## src/rtl/qos_traffic_source.sv

```systemverilog
// Ingress word source for the qos block: per-VC pending counts, round-robin issue of
// one word per cycle, honouring per-VC pause/resume and a fatal overflow indication.
module qos_traffic_source #(
    parameter int QUEUE_QUANTITY = 4,
    parameter int BUF_WIDTH      = 3,
    parameter int CNT_BITS       = 4,
    localparam int VC_W = (QUEUE_QUANTITY > 1) ? $clog2(QUEUE_QUANTITY) : 1,
    localparam int DW   = BUF_WIDTH + 1
) (
    input  logic                               clk,
    input  logic                               rst,
    input  logic                               enb,
    input  logic                               load,
    input  logic [QUEUE_QUANTITY*CNT_BITS-1:0] load_counts,
    input  logic [QUEUE_QUANTITY-1:0]          pausa,
    input  logic [QUEUE_QUANTITY-1:0]          continuar,
    input  logic [QUEUE_QUANTITY-1:0]          error_full,
    output logic [VC_W-1:0]                    vc_id,
    output logic [DW-1:0]                      data_word,
    output logic                               valid,
    output logic                               done,
    output logic                               error
);

    typedef enum logic [2:0] {ST_IDLE, ST_RUN, ST_HOLD, ST_DONE, ST_ERROR} state_t;

    state_t                                    state_q, state_d;
    logic [QUEUE_QUANTITY-1:0][CNT_BITS-1:0]   count_q, count_d;
    logic [QUEUE_QUANTITY-1:0][DW-1:0]         seq_q, seq_d;
    logic [QUEUE_QUANTITY-1:0]                 paused_q, paused_d;
    logic [VC_W-1:0]                           ptr_q, ptr_d;
    logic [VC_W-1:0]                           vc_id_q, vc_id_d;
    logic [DW-1:0]                             data_q, data_d;
    logic                                      valid_q, valid_d;

    logic [QUEUE_QUANTITY-1:0]                 paused_next, elig;
    logic [VC_W-1:0]                           grant, cand;
    logic                                      found;

    // pausa dominates a simultaneous continuar on the same VC
    assign paused_next = pausa | (paused_q & ~continuar);

    always_comb begin
        for (int i = 0; i < QUEUE_QUANTITY; i++)
            elig[i] = (count_q[i] != '0) & ~paused_next[i];
    end

    // Round-robin: first eligible VC strictly after the last grant
    always_comb begin
        found = 1'b0;
        grant = '0;
        cand  = '0;
        for (int k = 1; k <= QUEUE_QUANTITY; k++) begin
            cand = VC_W'((int'(ptr_q) + k) % QUEUE_QUANTITY);
            if (!found && elig[cand]) begin
                found = 1'b1;
                grant = cand;
            end
        end
    end

    always_comb begin
        state_d  = state_q;
        count_d  = count_q;
        seq_d    = seq_q;
        paused_d = paused_q;
        ptr_d    = ptr_q;
        vc_id_d  = vc_id_q;
        data_d   = data_q;
        valid_d  = 1'b0;
        if (enb) begin
            paused_d = paused_next;
            case (state_q)
                ST_IDLE, ST_DONE: begin
                    if (load) begin
                        count_d = load_counts;
                        state_d = (load_counts != '0) ? ST_RUN : ST_DONE;
                    end
                end
                ST_RUN, ST_HOLD: begin
                    if (error_full != '0) begin
                        state_d = ST_ERROR;
                    end else if (found) begin
                        // HOLD only re-arms; the word goes out from RUN
                        state_d = ST_RUN;
                        if (state_q == ST_RUN) begin
                            vc_id_d        = grant;
                            data_d         = seq_q[grant];
                            valid_d        = 1'b1;
                            count_d[grant] = count_q[grant] - CNT_BITS'(1);
                            seq_d[grant]   = seq_q[grant] + DW'(1);
                            ptr_d          = grant;
                        end
                    end else if (count_q == '0) begin
                        state_d = ST_DONE;
                    end else begin
                        state_d = ST_HOLD;
                    end
                end
                default: state_d = ST_ERROR;
            endcase
        end
    end

    always_ff @(posedge clk or negedge rst) begin
        if (!rst) begin
            state_q  <= ST_IDLE;
            count_q  <= '0;
            seq_q    <= '0;
            paused_q <= '0;
            ptr_q    <= VC_W'(QUEUE_QUANTITY - 1);
            vc_id_q  <= '0;
            data_q   <= '0;
            valid_q  <= 1'b0;
        end else begin
            state_q  <= state_d;
            count_q  <= count_d;
            seq_q    <= seq_d;
            paused_q <= paused_d;
            ptr_q    <= ptr_d;
            vc_id_q  <= vc_id_d;
            data_q   <= data_d;
            valid_q  <= valid_d;
        end
    end

    assign vc_id     = vc_id_q;
    assign data_word = data_q;
    assign valid     = valid_q;
    assign done      = (state_q == ST_DONE);
    assign error     = (state_q == ST_ERROR);

endmodule

```

## config.mk

```make
export PLATFORM = sky130hd
export DESIGN_NAME = qos_traffic_source
export DESIGN_NICKNAME = d
export VERILOG_FILES = /design/src/rtl/qos_traffic_source.sv
export SDC_FILE = /design/constraint.sdc
export NUM_CORES = 1
export LEC_CHECK = 0
export ABC_AREA = 1
export CORE_UTILIZATION = 45
export CTS_CLUSTER_DIAMETER = 60
export DETAILED_ROUTE_END_ITERATION = 10
export PLACE_DENSITY = 0.7
export SLEW_MARGIN = 5
export SYNTH_ARGS = -nofsm -noshare
export SYNTH_HDL_FRONTEND = slang
export SYNTH_SLANG_ARGS = --single-unit
```

## constraint.sdc

```tcl
create_clock -name clk -period 8.24 [get_ports clk]
set_input_delay 0.824 -clock clk [delete_from_list [all_inputs] [get_ports clk]]
set_output_delay 0.824 -clock clk [all_outputs]
set_load 0.05 [all_outputs]
```

# == After elaboration in Yosys (flattened, before gate mapping) ==
# Cells that the tools add are included.
# Widths: inputs -> output; s select.
# totals
output_inout_bits,9
reg_bits,48
inputBits,32
word_cells,107
# op_classes
mux,40
reduce_logical,21
bitwise,12
eq_ne,8
magnitude_cmp,6
addsub,6
# ops
cell,n
$mux 16,4
$bwmux 16,2
$pmux 16 s2,1
$reduce_bool 4->1,5
$bmux 4 s2,2
$logic_not 16->1,1
$reduce_bool 16->1,1
$lt 2x3->1 const B,5
$mux 1,14
$mux 2,6
$mux 4,3
$bmux 1 s2,4
$demux 4 s2,1
$ne 2x2->1 const B,4
$eq 3x2->1 const B,2
$mux 3,2
$pmux 3 s2,1
$reduce_and 6->1,1
$not 1->1,5
$reduce_and 5->1,1
$add 2x1->2 const B,2
$add 2x2->2 const B,2
$add 4x1->4 const B,1
$and 1x1->1,4
other kinds (13),19

# == Depth between registers and ports, before layout ==
# Gate-level depths: netlist of the first run.
# depth
ltp_word,26
ltp_mapped,20
ltp_nobuf,20

# == Worst setup path before layout of the first run ==
# Ideal clock, no wire load.
# synth_timing
path_kind,input -> register
start,input continuar[1]
end,register count_q[13] in the netlist's numbering
t_required_ns,8.175
slack_ns,5.184
t_arrival_ns,2.991
path_buffers,1
setup_ns,0.065
path_stages,19
path_cell_list,inv_1 > a21oi_1 > nand3_1 > nand2_1 > nand2_1 > nand2_1 > nand2_2 > nand2_1 > nand2_2 > a21oi_2 > buf_6 > nand3_1 > nand2_1 > nor2_4 > ha_1 > or2_2 > o21ai_0 > nand2_1 > nand2_1
# synth_via
elab_chain_len,26
elab_cells_between_ends,42
classes_between,add/sub: 1; order compare: 2; eq/ne: 1; mux: 25; bitwise: 5; reduce/logical: 8
# synth_rtl
element,line,text
"start, declared",16,"input logic [QUEUE_QUANTITY-1:0] continuar,"
$not 4->4 *,41,assign paused_next = pausa | (paused_q & ~continuar);
$and 4x4->4 *,41,
$or 4x4->4 *,41,
$not 1->1 *,45,elig[i] = (count_q[i] != '0) & ~paused_next[i];
$and 1x1->1 *,45,
"parallel branches: the longest is 21 deep, another holds $bmux 1 s2",-,
"end signal, assigned",117,count_q <= count_d;
"end, declared",28,"logic [QUEUE_QUANTITY-1:0][CNT_BITS-1:0] count_q, count_d;"
# Every way passes the cells marked *. The select of a mux whose other input is x is not followed.
# A chain may end at the register's enable or synchronous reset.

# == Worst setup path in the final report of the first run ==
# layout_timing
start,input continuar[0]
end,register count_q[5] in the netlist's numbering
# The elaborated chain is that of the path after synthesis.

==> summary.txt, run 1 <==
Place
  • PortBufs: 40
  • Placer Congestion: 0.889
  • HPWL after detailed placement: between 5000 and 6000 um
  • Pre-CTS setup slack: between 4 and 5 ns
  • Dpl cell area: approximately 3400 um^2
  • Cell total after placement: between 500 and 600

Finish
  • Design Area, Final: 3540 um^2
  • Diode count: 0
  • # nets final: 494
  • Fin cells: 538
  • Area delta synth->final: 17.6%
  • Most common cell after layout, fill and taps aside: nand2_1
  • Share of cells above drive strength 1: 0.108
  • Commonest cells after routing, fill and taps aside: nand2_1 (125), nand3_1 (46), dfrtp_1 (46), nor2_1 (45), clkdlybuf4s50_1 (39)

CTS
  • Num CTS Buffers: 5
  • Clk sinks: 48
  • Buffer count from post-CTS setup fixing: 0
  • CTS resizes: 0
  • Clk_lat worst skew: 0.31 ns
  • H-tree depth: 2
  • Root Buffer: clkbuf_8
  • CTS tree: yes
  • Clk buf depth: 2
  • Clock Pin Slew Worst Setup and Hold Paths: approximately 0.090 ns
  • Post-CTS Hold Buffers: 0

Route
  • Met3 routed WL: 383 um
  • Pre-Repair DR Iteration Count: 8
  • Antenna-violating nets left: 0
  • Drc violations: 2
  • Drt wl/cell: between 10 and 15 um
  • Met1 WL: 3390 um
  • Post-Route WL: around 7500 um
  • DR top layer: met4
  • Metal2 WL: 3580 um
  • Via count: 2940
  • First DRT Iteration DRCs: around 290
  • Routed vias/inst: about 5.5

Die
  • Die width: 83.8 um
  • Height of the die: approximately 84 um
  • Core Rows: 29
  • Core box area: 6420 um^2
  • Starting density of the core: 0.469
  • Full die area: 7030 um^2
  • I/O pin count: 41

Worst setup path
  • Critical path type: in2reg
  • Worst setup SP type: primary input
  • CP Max Fanout: 11
  • Worst Path Required: roughly 8.5 ns
  • Setup crit end kind: register
  • Critical path arrival: slightly below 4 ns

Logic synthesis
  • Unique masters post-synth: 34
  • Warning count from the yosys run: 0
  • Synth Instances: between 400 and 500
  • Post-Syn Area: 3010 um^2
  • Adder-cell share of the synthesized area: 0.00831
  • Largest family of logic cells by synthesized area: simple AND/OR/NAND/NOR gates
  • Mux cell area share after synthesis: 0
  • Yosys reg bits: 48
  • Number of enable flip-flop cells after synthesis: 0
  • Post-synth net total: 454
  • Post-synthesis simple-gate area fraction: 0.382
  • Ys flop type: dfrtp_1
  • Avg Synthesized Cell Area: a little over 7 um^2
  • Xor/xnor share of the synthesized area: 0.0162
  • Register area share after synthesis: 0.400
  • Synth Area in Compound Gates: 0.124
  • Asr flop ratio synth: 1.00

Global routing
  • Total congestion overflow: 0
  • Initial antenna violation count: 0
  • First-pass GRT wire length: 12700 um
  • Total track usage: 0.225
  • Pin count of the biggest net entering global routing: 49
  • Number of global-route vias before repair: between 2000 and 3000

Timing
  • Worst-margin pin slew: between 1 and 1.5 ns
  • Number of hold violations in the final report: 0
  • Worst setup margin: approximately 4.5 ns
  • Final slew viol count: 0
  • Worst Skew: 0.00644 ns
  • Setup TNS: 0 ns
  • Max-slew headroom: 0.284
  • Fmax: 0.268 GHz
  • Setup violations, final: 0
  • Period utilisation layout: 0.452
  • Min cycle time layout: approximately 3.7 ns
  • Hold WS: between 0.4 and 0.5 ns
  • RSZ-0062 raised after global routing: false

Min path
  • Hold Path Class: reg2reg

Power
  • Leak Pwr: about 1.7 nW
  • Pwr/cell area: 119 nW/um^2
  • Max VDD drop: 95.3 uV

Status
  • Violated checks: design-rule violations
  • Status: complete, but fails checks

Flow run
  • Max Cap Viol: 0
power breakdown:
group | internal, mW | switching [mW] | total, mW
Clock | 0.0688 | 0.0859 | 0.155
Sequential | 0.237 | 0.00139 | 0.239
Combinational | 0.0153 | 0.0121 | 0.0274
synthesized netlist by cell type (3+ instances only):
| master | instances | area (um^2) |
|---|---|---|
| a21oi_1 | 27 | 135 |
| a21oi_2 | 6 | 52.6 |
| buf_6 | 4 | 45.0 |
| dfrtp_1 | 46 | 1150 |
| inv_1 | 34 | 128 |
| inv_2 | 3 | 11.3 |
| nand2_1 | 125 | 469 |
| nand2_2 | 8 | 50.1 |
| nand3_1 | 46 | 230 |
| nand3_2 | 5 | 50.1 |
| nor2_1 | 45 | 169 |
| nor2_2 | 4 | 25.0 |
| nor4_1 | 5 | 31.3 |
| o21ai_0 | 25 | 125 |
| o21ai_1 | 8 | 40.0 |
sequential cells by signal (all words and copies together) (netlist names):
register	flops
paused_q	4
data_word	4
state_q	3
ptr_q	2
valid	1
count_q	16
vc_id	2
seq_q	16
worst max-delay path, stage by stage:
cell	delay [ns]
clkdlybuf4s50_1	0.45
inv_1	0.03
a21oi_1	0.19
nand3_1	0.17
nand2_1	0.13
nand2_1	0.06
nand2_1	0.09
nand2_2	0.07
nand2_1	0.07
nand2_2	0.07
a21oi_2	0.53
nand3_1	0.14
nand2_1	0.14
nor2_4	0.07
ha_1	0.28
or2_2	0.33
o21ai_0	0.19
nand2_1	0.07
nand2_1	0.05
per-stage QoR:
stage	util	total power [mW]
2_1_floorplan	-	0.249
3_3_place_gp	0.537	0.271
3_5_place_dp	0.537	0.271
4_1_cts	0.552	0.425
5_1_grt	0.552	0.435
6_report	0.552	0.421
metal layers:
layer | up-vias | GRT usage
li1 | 1449 | -
met1 | 1381 | 0.310
met2 | 95 | 0.370
met3 | 15 | 0.0297
met4 | 0 | 0.0690
met5 | - | 0
path summary, 6_finish.rpt:
check	start	end	slack, ns	cells after the start
worst max register to register	ptr_q[0]	count_q[5]	4.95	16
min in group asynchronous	rst	paused_q[1]	0.69	1
worst max-delay path	continuar[0]	count_q[5]	4.51	19
worst min-delay path	data_word[0]	data_word[0]	0.49	2
worst min register to register	data_word[0]	data_word[0]	0.49	2
max in group asynchronous	rst	seq_q[13]	6.87	1
logic make-up after synthesis:
kind of cell,count (synthesis)
buf+inv,46
simple gates,252
xor+xnor,3
fa+ha+maj,2
flops,48
compound gates,69
layout make-up:
| class | count | area [um^2] |
|---|---|---|
| multi-input combinational | 326 | 1600 |
| clock inverter | 2 | 13.8 |
| sequential | 48 | 1200 |
| tap | 77 | 96.3 |
| timing repair buffer | 41 | 403 |
| inverter | 38 | 145 |
| clock buffer | 6 | 82.6 |
| fill | 618 | 2880 |
(Power assumes the default switching activity.)
==> run 2, diff against run 1 <==
PLACE_DENSITY = 0.72   (was 0.7)
clock period = 3.4 ns   (was 8.24 ns; I/O delays follow)
==> summary.txt, run 2 (synthesis gave the netlist of run 1 again) <==
Finish
  • Reg area: 1200 um^2 (unchanged)
  • Design Area, Final: 3630 um^2 (was 3540 um^2)
  • Area taken by multi-input logic gates: 1600 um^2 (unchanged)
  • Fillcell total: 605 (was 618)
  • # nets final: 502 (was 494)
  • Largest registers: count_q x16, seq_q x16 (unchanged)
  • Share of cells above drive strength 1: 0.124 (was 0.108)
  • Most common cell after layout, fill and taps aside: nand2_1 (unchanged)
  • Commonest cells after routing, fill and taps aside: nand2_1 (125), nand3_1 (46), dfrtp_1 (46), nor2_1 (45), clkdlybuf4s50_1 (39) (unchanged)
  • Diode count: 0 (unchanged)
  • Area delta synth->final: 20.4% (was 17.6%)

Status
  • Status: completed (was complete, but fails checks)

Route
  • Drt wl/cell: 14.4 um (was 14.0 um)
  • Antenna-violating nets left: 0 (unchanged)
  • Drc violations: 0 (was 2)
  • Pre-Repair DR Iteration Count: 6 (was 8)
  • Via count: 2979 (was 2940)
  • Routed vias/inst: 5.46 (about the same)
  • First DRT Iteration DRCs: 197 (was 289)
  • Post-Route WL: 7880 um (was 7520 um)

CTS
  • Num CTS Buffers: 5 (unchanged)
  • Clk_lat worst skew: 0.31 ns (about the same)
  • Post-CTS Hold Buffers: 0 (unchanged)
  • H-tree depth: 2 (unchanged)
  • Clk buf depth: 2 (unchanged)
  • CTS tree: yes (unchanged)
  • Clk sinks: 48 (unchanged)
  • Clock Pin Slew Worst Setup and Hold Paths: 0.09 ns (about the same)
  • Root Buffer: clkbuf_8 (unchanged)
  • Buffer count from post-CTS setup fixing: 0 (unchanged)
  • CTS resizes: 0 (unchanged)

Timing
  • Worst Skew: 0.00701 ns (was 0.00644 ns)
  • Number of hold violations in the final report: 0 (unchanged)
  • Min cycle time layout: 3.10 ns
  • Worst-margin pin slew: 0.837 ns (was 1.07 ns)
  • RSZ-0062 raised after global routing: false (unchanged)
  • Max-slew headroom: 0.442 (was 0.284)
  • Setup violations, final: 0 (unchanged)
  • Final slew viol count: 0 (unchanged)
  • Fmax: between 0.3 and 0.4 GHz
  • Setup TNS: 0 ns (unchanged)
  • Period utilisation layout: 0.912

Worst setup path
  • Crit. Startpoint: ptr_q[0] (was continuar[0])
  • R2R depth: 17 (was 16)
  • Critical path arrival: 3.35 ns (was 3.98 ns)
  • Critical path type: reg2reg (was in2reg)
  • Setup crit end kind: register (unchanged)
  • CP Max Fanout: 17 (was 11)
  • Reg2Reg Setup Slack: 0.30 ns (was 4.95 ns)
  • Critical-path cell list: inv_2 -> nand3_1 -> nand3_1 -> nand2_1 -> nand3_2 -> nor2_4 -> inv_4 -> nand2_8 -> nor2_2 -> nand2_1 -> nand2_1 -> nor2_4 -> ha_1 -> or2_2 -> o21ai_0 -> nand2_1 -> nand2_1 (was clkdlybuf4s50_1 -> inv_1 -> a21oi_1 -> nand3_1 -> nand2_1 -> nand2_1 -> nand2_1 -> nand2_2 -> nand2_1 -> nand2_2 -> a21oi_2 -> nand3_1 -> nand2_1 -> nor2_4 -> ha_1 -> or2_2 -> o21ai_0 -> nand2_1 -> nand2_1)
  • Worst Path Required: 3.65 ns (was 8.49 ns)
  • Slowest-stage cell, CP: dfstp_2 (was a21oi_2)
  • R2r endpoint: count_q[13] (was count_q[5])
  • Critical path's most frequent cell: nand2_1 (unchanged)
  • Crit path largest cell delay: 0.66 ns (was 0.53 ns)
  • Critical Path Sink: count_q[13] (was count_q[5])
  • Critical R2R Launch: ptr_q[0] (unchanged)
  • Worst setup SP type: register (was primary input)

Global routing
  • Total congestion overflow: 0 (unchanged)
  • Total track usage: 0.238 (was 0.225)
  • Number of global-route vias before repair: 2765 (was 2732)
  • Pin count of the biggest net entering global routing: 39 (was 49)
  • Initial antenna violation count: 0 (unchanged)
  • First-pass GRT wire length: 13200 um (was 12700 um)

Die
  • Core box area: 6420 um^2 (unchanged)
  • Full die area: 7030 um^2 (unchanged)
  • I/O pin count: 41 (unchanged)
  • Starting density of the core: 0.469 (unchanged)
  • Die width: 83.8 um (unchanged)
  • Height of the die: 83.8 um (unchanged)
  • Core Rows: 29 (unchanged)

Flow run
  • Max Cap Viol: 0 (unchanged)

Min path
  • Hold Path Class: in2async (was reg2reg)

Place
  • Placer Congestion: 0.964 (was 0.889)
  • Dpl cell area: 3510 um^2 (was 3450 um^2)
  • PortBufs: 40 (unchanged)
  • HPWL after detailed placement: 5930 um (was 5660 um)

Power
  • Power, Total: 1.09 mW (was 0.421 mW)
  • Pwr/cell area: 300 nW/um^2 (was 119 nW/um^2)
  • Leak Pwr: 1.78 nW (was 1.73 nW)
  • Max VDD drop: 194 uV (was 95.3 uV)
-- run 2: cell count changes in the layout (fill, tap and decap cells not counted) --
cell and change:
clkinv_2 -1, bufinv_16 +1, buf_4 +8, inv_6 -1, clkinv_4 +1
-- run 2: area by class of cell --
| cell class | count | area share |
|---|---|---|
| sequential | 48 | 0.332 |
| clock buffer | 6 | 0.0228 |
| clock inverter | 2 | 0.0107 |
| tap | 77 | 0.0266 |
| multi-input combinational | 326 | 0.441 |
| timing repair buffer | 49 | 0.128 |
| inverter | 38 | 0.0400 |
-- run 2: worst min-delay path by stage --
stage                   to  slack, ns  cells past startpoint
6_report       count_q[10]       0.13                      1
5_1_grt        count_q[11]       0.19                      1
4_1_cts        paused_q[3]       0.17                      1
3_5_place_dp      seq_q[3]       0.47                      2
3_3_place_gp   paused_q[1]       0.47                      2
2_1_floorplan   count_q[0]       0.04                      0
-- run 2: stage by stage --
step	instances	setup WS (ns)	util	hold slack (ns)
after floorplan	420	0.678	-	0.0444
after global placement	538	0.185	0.546	0.468
after detailed placement	538	0.0977	0.546	0.469
after CTS	546	0.338	0.565	0.166
after global routing	546	0.0284	0.565	0.191
final	546	0.300	0.565	0.127
-- run 2: worst max-delay path: cells and delay by family (launching register included) --
kind | cells | cell delay, ns
fa+ha+maj | 1 | 0.25
buf+inv | 2 | 0.21
simple gates | 13 | 1.73
compound gates | 1 | 0.18
flops | 1 | 0.66
-- run 2: routing by layer --
| layer | global-route usage | wire length [um] | vias to the layer above |
|---|---|---|---|
| li1 | - | - | 1464 |
| met1 | 0.311 | 3460 | 1378 |
| met4 | 0.0925 | 212 | 0 |
| met5 | 0 | 0 | - |
| met2 | 0.398 | 3770 | 110 |
| met3 | 0.0346 | 434 | 27 |
-- run 2: where the power goes --
group | leakage (nW) | switching [mW] | total [mW] | internal [mW]
combinational | 1.07 | 0.0301 | 0.0681 | 0.0379
sequential | 0.645 | 0.00318 | 0.579 | 0.576
clock | 0.0614 | 0.201 | 0.442 | 0.241
total | 1.78 | 0.234 | 1.09 | 0.854
